[src/rtl/register_file_if.sv]
// Bus bundle for the register file: two combinational read ports and one synchronous write port.
// The master drives addresses and write data; the slave returns read data.
interface register_file_if #(
    parameter int DATA_W = 32,
    parameter int ADDR_W = 5
);
    logic [ADDR_W-1:0] reg_s1;
    logic [ADDR_W-1:0] reg_s2;
    logic [ADDR_W-1:0] rd;
    logic              write_e;
    logic [DATA_W-1:0] write_d;
    logic [DATA_W-1:0] reg_d1;
    logic [DATA_W-1:0] reg_d2;

    modport master (
        output reg_s1, reg_s2, rd, write_e, write_d,
        input  reg_d1, reg_d2
    );

    modport slave (
        input  reg_s1, reg_s2, rd, write_e, write_d,
        output reg_d1, reg_d2
    );
endinterface

[src/rtl/register_file.sv]
// 2**ADDR_W x DATA_W register file with x0 hardwired to zero.
// It has two independent combinational read ports and one write port.
module register_file #(
    parameter int DATA_W = 32,
    parameter int ADDR_W = 5
) (
    input  logic             clk,
    input  logic             rst_n,
    register_file_if.slave   bus
);
    localparam int NREGS = 2 ** ADDR_W;

    logic [DATA_W-1:0] regs_q [NREGS];
    logic [DATA_W-1:0] regs_d [NREGS];
    logic              wr_en_s;

    // Next-state for the array: only x[rd] may change, and never x0.
    always_comb begin
        regs_d  = regs_q;
        wr_en_s = bus.write_e && (bus.rd != {ADDR_W{1'b0}});
        if (wr_en_s) begin
            regs_d[bus.rd] = bus.write_d;
        end else begin
            regs_d = regs_q;
        end
    end

    // Storage: the async clear makes reads return zero the moment reset asserts.
    always_ff @(posedge clk or negedge rst_n) begin
        if (!rst_n) begin
            for (int i = 0; i < NREGS; i++) begin
                regs_q[i] <= {DATA_W{1'b0}};
            end
        end else begin
            regs_q <= regs_d;
        end
    end

    // Read ports have no write bypass, so a same-cycle write is seen only after the edge.
    always_comb begin
        if (bus.reg_s1 == {ADDR_W{1'b0}}) begin
            bus.reg_d1 = {DATA_W{1'b0}};
        end else begin
            bus.reg_d1 = regs_q[bus.reg_s1];
        end
        if (bus.reg_s2 == {ADDR_W{1'b0}}) begin
            bus.reg_d2 = {DATA_W{1'b0}};
        end else begin
            bus.reg_d2 = regs_q[bus.reg_s2];
        end
    end
endmodule

[src/flat_wrapper.sv]
// flat-port wrapper written by rule: the top's interface ports become plain ports
module register_file_flat 
#(
    parameter int DATA_W = 32,
    parameter int ADDR_W = 5
)
  (clk, rst_n, bus_reg_s1, bus_reg_s2, bus_rd, bus_write_e, bus_write_d, bus_reg_d1, bus_reg_d2);
  register_file_if #(.DATA_W(DATA_W), .ADDR_W(ADDR_W)) bus_i ();
  input  logic clk;
  input  logic rst_n;
  input wire logic [$bits(bus_i.reg_s1)-1:0] bus_reg_s1;
  input wire logic [$bits(bus_i.reg_s2)-1:0] bus_reg_s2;
  input wire logic [$bits(bus_i.rd)-1:0] bus_rd;
  input wire logic [$bits(bus_i.write_e)-1:0] bus_write_e;
  input wire logic [$bits(bus_i.write_d)-1:0] bus_write_d;
  output wire logic [$bits(bus_i.reg_d1)-1:0] bus_reg_d1;
  output wire logic [$bits(bus_i.reg_d2)-1:0] bus_reg_d2;
  assign bus_i.reg_s1 = bus_reg_s1;
  assign bus_i.reg_s2 = bus_reg_s2;
  assign bus_i.rd = bus_rd;
  assign bus_i.write_e = bus_write_e;
  assign bus_i.write_d = bus_write_d;
  assign bus_reg_d1 = bus_i.reg_d1;
  assign bus_reg_d2 = bus_i.reg_d2;
  register_file #(.DATA_W(DATA_W), .ADDR_W(ADDR_W)) u_core (.clk(clk), .rst_n(rst_n), .bus(bus_i));
endmodule
[config.mk]
export PLATFORM = sky130hd
export DESIGN_NAME = register_file_flat
export DESIGN_NICKNAME = d
export VERILOG_FILES = /design/src/rtl/register_file_if.sv /design/src/rtl/register_file.sv /design/src/flat_wrapper.sv
export SDC_FILE = /design/constraint.sdc
export NUM_CORES = 2
export LEC_CHECK = 0
export ABC_AREA = 1
export BUFFER_PORTS_ARGS = -buffer_cell sky130_fd_sc_hd__buf_2
export CAP_MARGIN = 20
export CELL_PAD_IN_SITES_DETAIL_PLACEMENT = 1
export CELL_PAD_IN_SITES_GLOBAL_PLACEMENT = 1
export CORE_MARGIN = 2
export CORE_UTILIZATION = 38
export DETAILED_ROUTE_END_ITERATION = 8
export PLACE_DENSITY_LB_ADDON = 0.1
export SYNTH_ARGS = -nofsm -noshare
export SYNTH_HDL_FRONTEND = slang
export SYNTH_SLANG_ARGS = --single-unit
export TNS_END_PERCENT = 20
[constraint.sdc]
create_clock -name clk -period 3.4 [get_ports clk]
set_input_delay 0.17 -clock clk [delete_from_list [all_inputs] [get_ports clk]]
set_output_delay 0.17 -clock clk [all_outputs]
set_load 0.05 [all_outputs]
==> summary.md <==
| Metric | Value |
|---|---|
| Crit Path Class | in -> out |
| Critical Path, Cell by Cell | buf_8 > buf_12 > nand2_1 > nand3_1 > nand3_1 > nand2_1 > nand2_1 > nand3_1 > nand2_1 > nor2_1 > buf_2 |
| Die Wd | approximately 400 um |
| Post-Syn Area per Cell | 6.79 um^2 |
| Most instantiated library cell after synthesis | nand2_1 |
| Register bit total from synthesis | 1024 |
| Hold path startpoint | bus_rd[4] |
| Starting DRT DRC Count | a little under 5000 |
| Tot GR Track Use | 0.329 |
| CP endpoint kind | output port |
| Shortest period the worst path allows | 2780 ps |
| Wirelength per Cell | between 20 and 25 um |
| Final Worst Setup Slack | approximately 620 ps |
| Worst R2R Path Depth | 2 |
| Max-cap violations | 0 |
| Routed Antenna Nets | 0 |
| Die Area | about 150000 um^2 |
| Largest net degree at the start of global routing | roughly 120 |
| Status | complete, no violations |
| Top_reg_cell synth | dfrtp_1 |
| Port bufs | 113 |
| CTS HTree Levels | 4 |
| TritonCTS clock tree | done |
| Final instance area | 64600 um^2 |
| Synth Warn # | 0 |
| Synth area leader | dfrtp_1 |
| Area growth from synthesis to layout | 14.2% |
| Leakage power | ~30 nW |
| Gr ovfl total | 0 |
| RSZ-0062 raised after global routing | no |
| Pwr Density | approximately 590 nW/um^2 |
| Initial core utilization | 0.383 |
| WP data arrival | between 2000 and 3000 ps |
| CTS root buf | clkbuf_16 |
| Top-area cell type share of the netlist area | 0.453 |
| Max FFs per register | between 1000 and 1500 |
| Dpl hpwl | 141000 um |
| Async SR Flop Fraction | 1.00 |
| Slowest stage cell, crit path | buf_12 |
| Worst R2R Setup Slack | 2600 ps |
| Worst hold endpoint | u_core.regs_q[34] |
| Slew Limit Fails | 0 |
| R2r endpoint | u_core.regs_q[392] |
| Biggest register | u_core.regs_q |
| First-pass GRT wire length | between 300000 and 400000 um |
| CTS Buffer Depth | 3 |
| FF/Latch Area | ~26000 um^2 |
| Total I/O pin count | 114 |
| DRC violations left | 0 |
| Hold Path Class | in -> reg |
| CTS sink cnt | 1024 |
| Ranking of synthesized cells by area | dfrtp_1 45%, nand2_1 22%, nand3_1 12%, o21ai_0 8.8%, clkbuf_1 4.0% |
| Area of the multi-input gates | 27700 um^2 |
| Crit share post-route | 0.819 |
| Worst slack, placed | around 660 ps |
| Ant. Diodes | 0 |
| Clk slew on worst S/H paths | about 60 ps |
| Crit-path max FO | about 120 |
| Fill count | between 15000 and 20000 |
| Mapped Cells | between 8000 and 9000 |
| FF-to-FF Start | u_core.regs_q[392] |
| Post-synth top cells | 3379 x nand2_1, 1375 x nand3_1, 1024 x dfrtp_1 |
| Vias | just under 60000 |
| Vias/cell | approximately 5.8 |
| Clock latency on the worst-skew pair | slightly below 800 ps |
| Vias in the first global route | 58928 |
| Core ar. | around 150000 um^2 |
| Initial antenna violation count | 1 |
| WP data required | about 3200 ps |
| Worst setup SP type | primary input |
| Worst rel slew slack | 0.234 |
| Setup tns final | 0 ps |
| GP Congestion | about 0.80 |
| Layout cells sized above 1 | 0.0675 |
| Setup violations, final | 0 |
| Fin. Hold Viols | 0 |
| Seq/Total Area, Yosys | 0.453 |
| EDFF count, synth | 0 |
| Netlist Area Pre-Place | between 50000 and 60000 um^2 |
| Pre-antenna DRT Iters | 5 |
| Slew @ Worst Pin | 1150 ps |
| # rows | approximately 140 |
| Post-CTS Setup Bufs | 0 |
| Die height | a little under 400 um |
| Fmax | about 0.36 GHz |
| Placed Area | between 50000 and 60000 um^2 |
| Crit path largest cell delay | 500 ps |
| Hold Path Stages | 5 |
| CP most frequent cell | nand2_1 |
| Finished Core Util | 0.437 |
| Num CTS Buffers | around 130 |
| Crit path from | bus_reg_s2[0] |
| VDD IR max | 0.000476 V |
| Final #Nets | 8090 |
| WL final | 251000 um |
| Syn Nets | approximately 8400 |
| Largest regs | u_core.regs_q: 1024 flops |
| Clock Skews | 0 ps |
| Netlist cell types | 19 |
where the power goes:
part	internal (mW)	leakage [nW]	switching, mW	total [mW]
clock	8.55	2.16	5.72	14.3
combinational	2.78	15.2	4.91	7.69
sequential	14.5	13.1	1.95	16.5
total	25.8	30.5	12.6	38.4
what timing repair did:
item                                   4_1_cts  5_1_grt
hold buffers                                36        0
gates resized for setup                      0        0
endpoints found under the hold margin      604        0
cell usage in the layout, fill, tap and decap left out, types with 2 or more instances in the layout:
master	n
a21oi_1	249
buf_12	114
buf_16	2
buf_2	64
buf_4	113
buf_6	2
buf_8	5
bufinv_16	3
clkbuf_1	34
clkbuf_16	145
clkbuf_8	28
clkinv_2	21
dfrtp_1	1024
dlygate4sd3_1	36
inv_1	112
inv_2	3
inv_4	2
inv_8	6
nand2_1	3367
nand2_4	26
nand3_1	1373
nor2_1	389
nor2_4	4
nor3_1	7
nor3_2	4
nor3_4	2
o21ai_0	993
o21ai_1	4
cells by family after synthesis:
group	Yosys count	share of synthesized area
and+or+nand+nor	5175	0.376
AOI/OAI and AO/OA	1246	0.110
DFF	1024	0.453
buffers and inverters	881	0.0604
final cells by class:
type | instances | share of cell area
Multi-Input combinational cell | 6421 | 0.429
Sequential cell | 1024 | 0.397
Clock buffer | 207 | 0.0641
Timing Repair Buffer | 336 | 0.0614
Tap cell | 1930 | 0.0374
Inverter | 123 | 0.00793
Clock inverter | 26 | 0.00327
routing by layer:
layer  up-vias  track usage  wire length (um)
li1      26424            -                 -
met1     29467        0.448            113000
met2      1680        0.541            116000
met3       402       0.0411             13500
met4         2        0.108              8160
met5         -            0                11
worst max-delay path by stage:
stage	endpoint	slack [ps]
finish	bus_reg_d2[19]	620
global route	bus_reg_d2[19]	510
CTS	bus_reg_d2[31]	660
detailed placement	bus_reg_d2[31]	660
global placement	bus_reg_d2[31]	630
floorplan	bus_reg_d2[15]	1290
through the flow:
step / hold slack (ps) / std cells / total power, mW
global placement: 148 / 9795 / 23.9
detailed placement: 164 / 9795 / 24.2
finish: 67.9 / 10067 / 38.4
global route: 104 / 10067 / 40.4
CTS: 21.9 / 10064 / 38.6
floorplan: -126 / 8326 / 21.2
worst max-delay path: cells and delay by family:
kind	cells	cell delay [ps]
simple gates	8	1090
buf+inv	3	1160
Note: power is estimated with default switching activity, not from simulation.
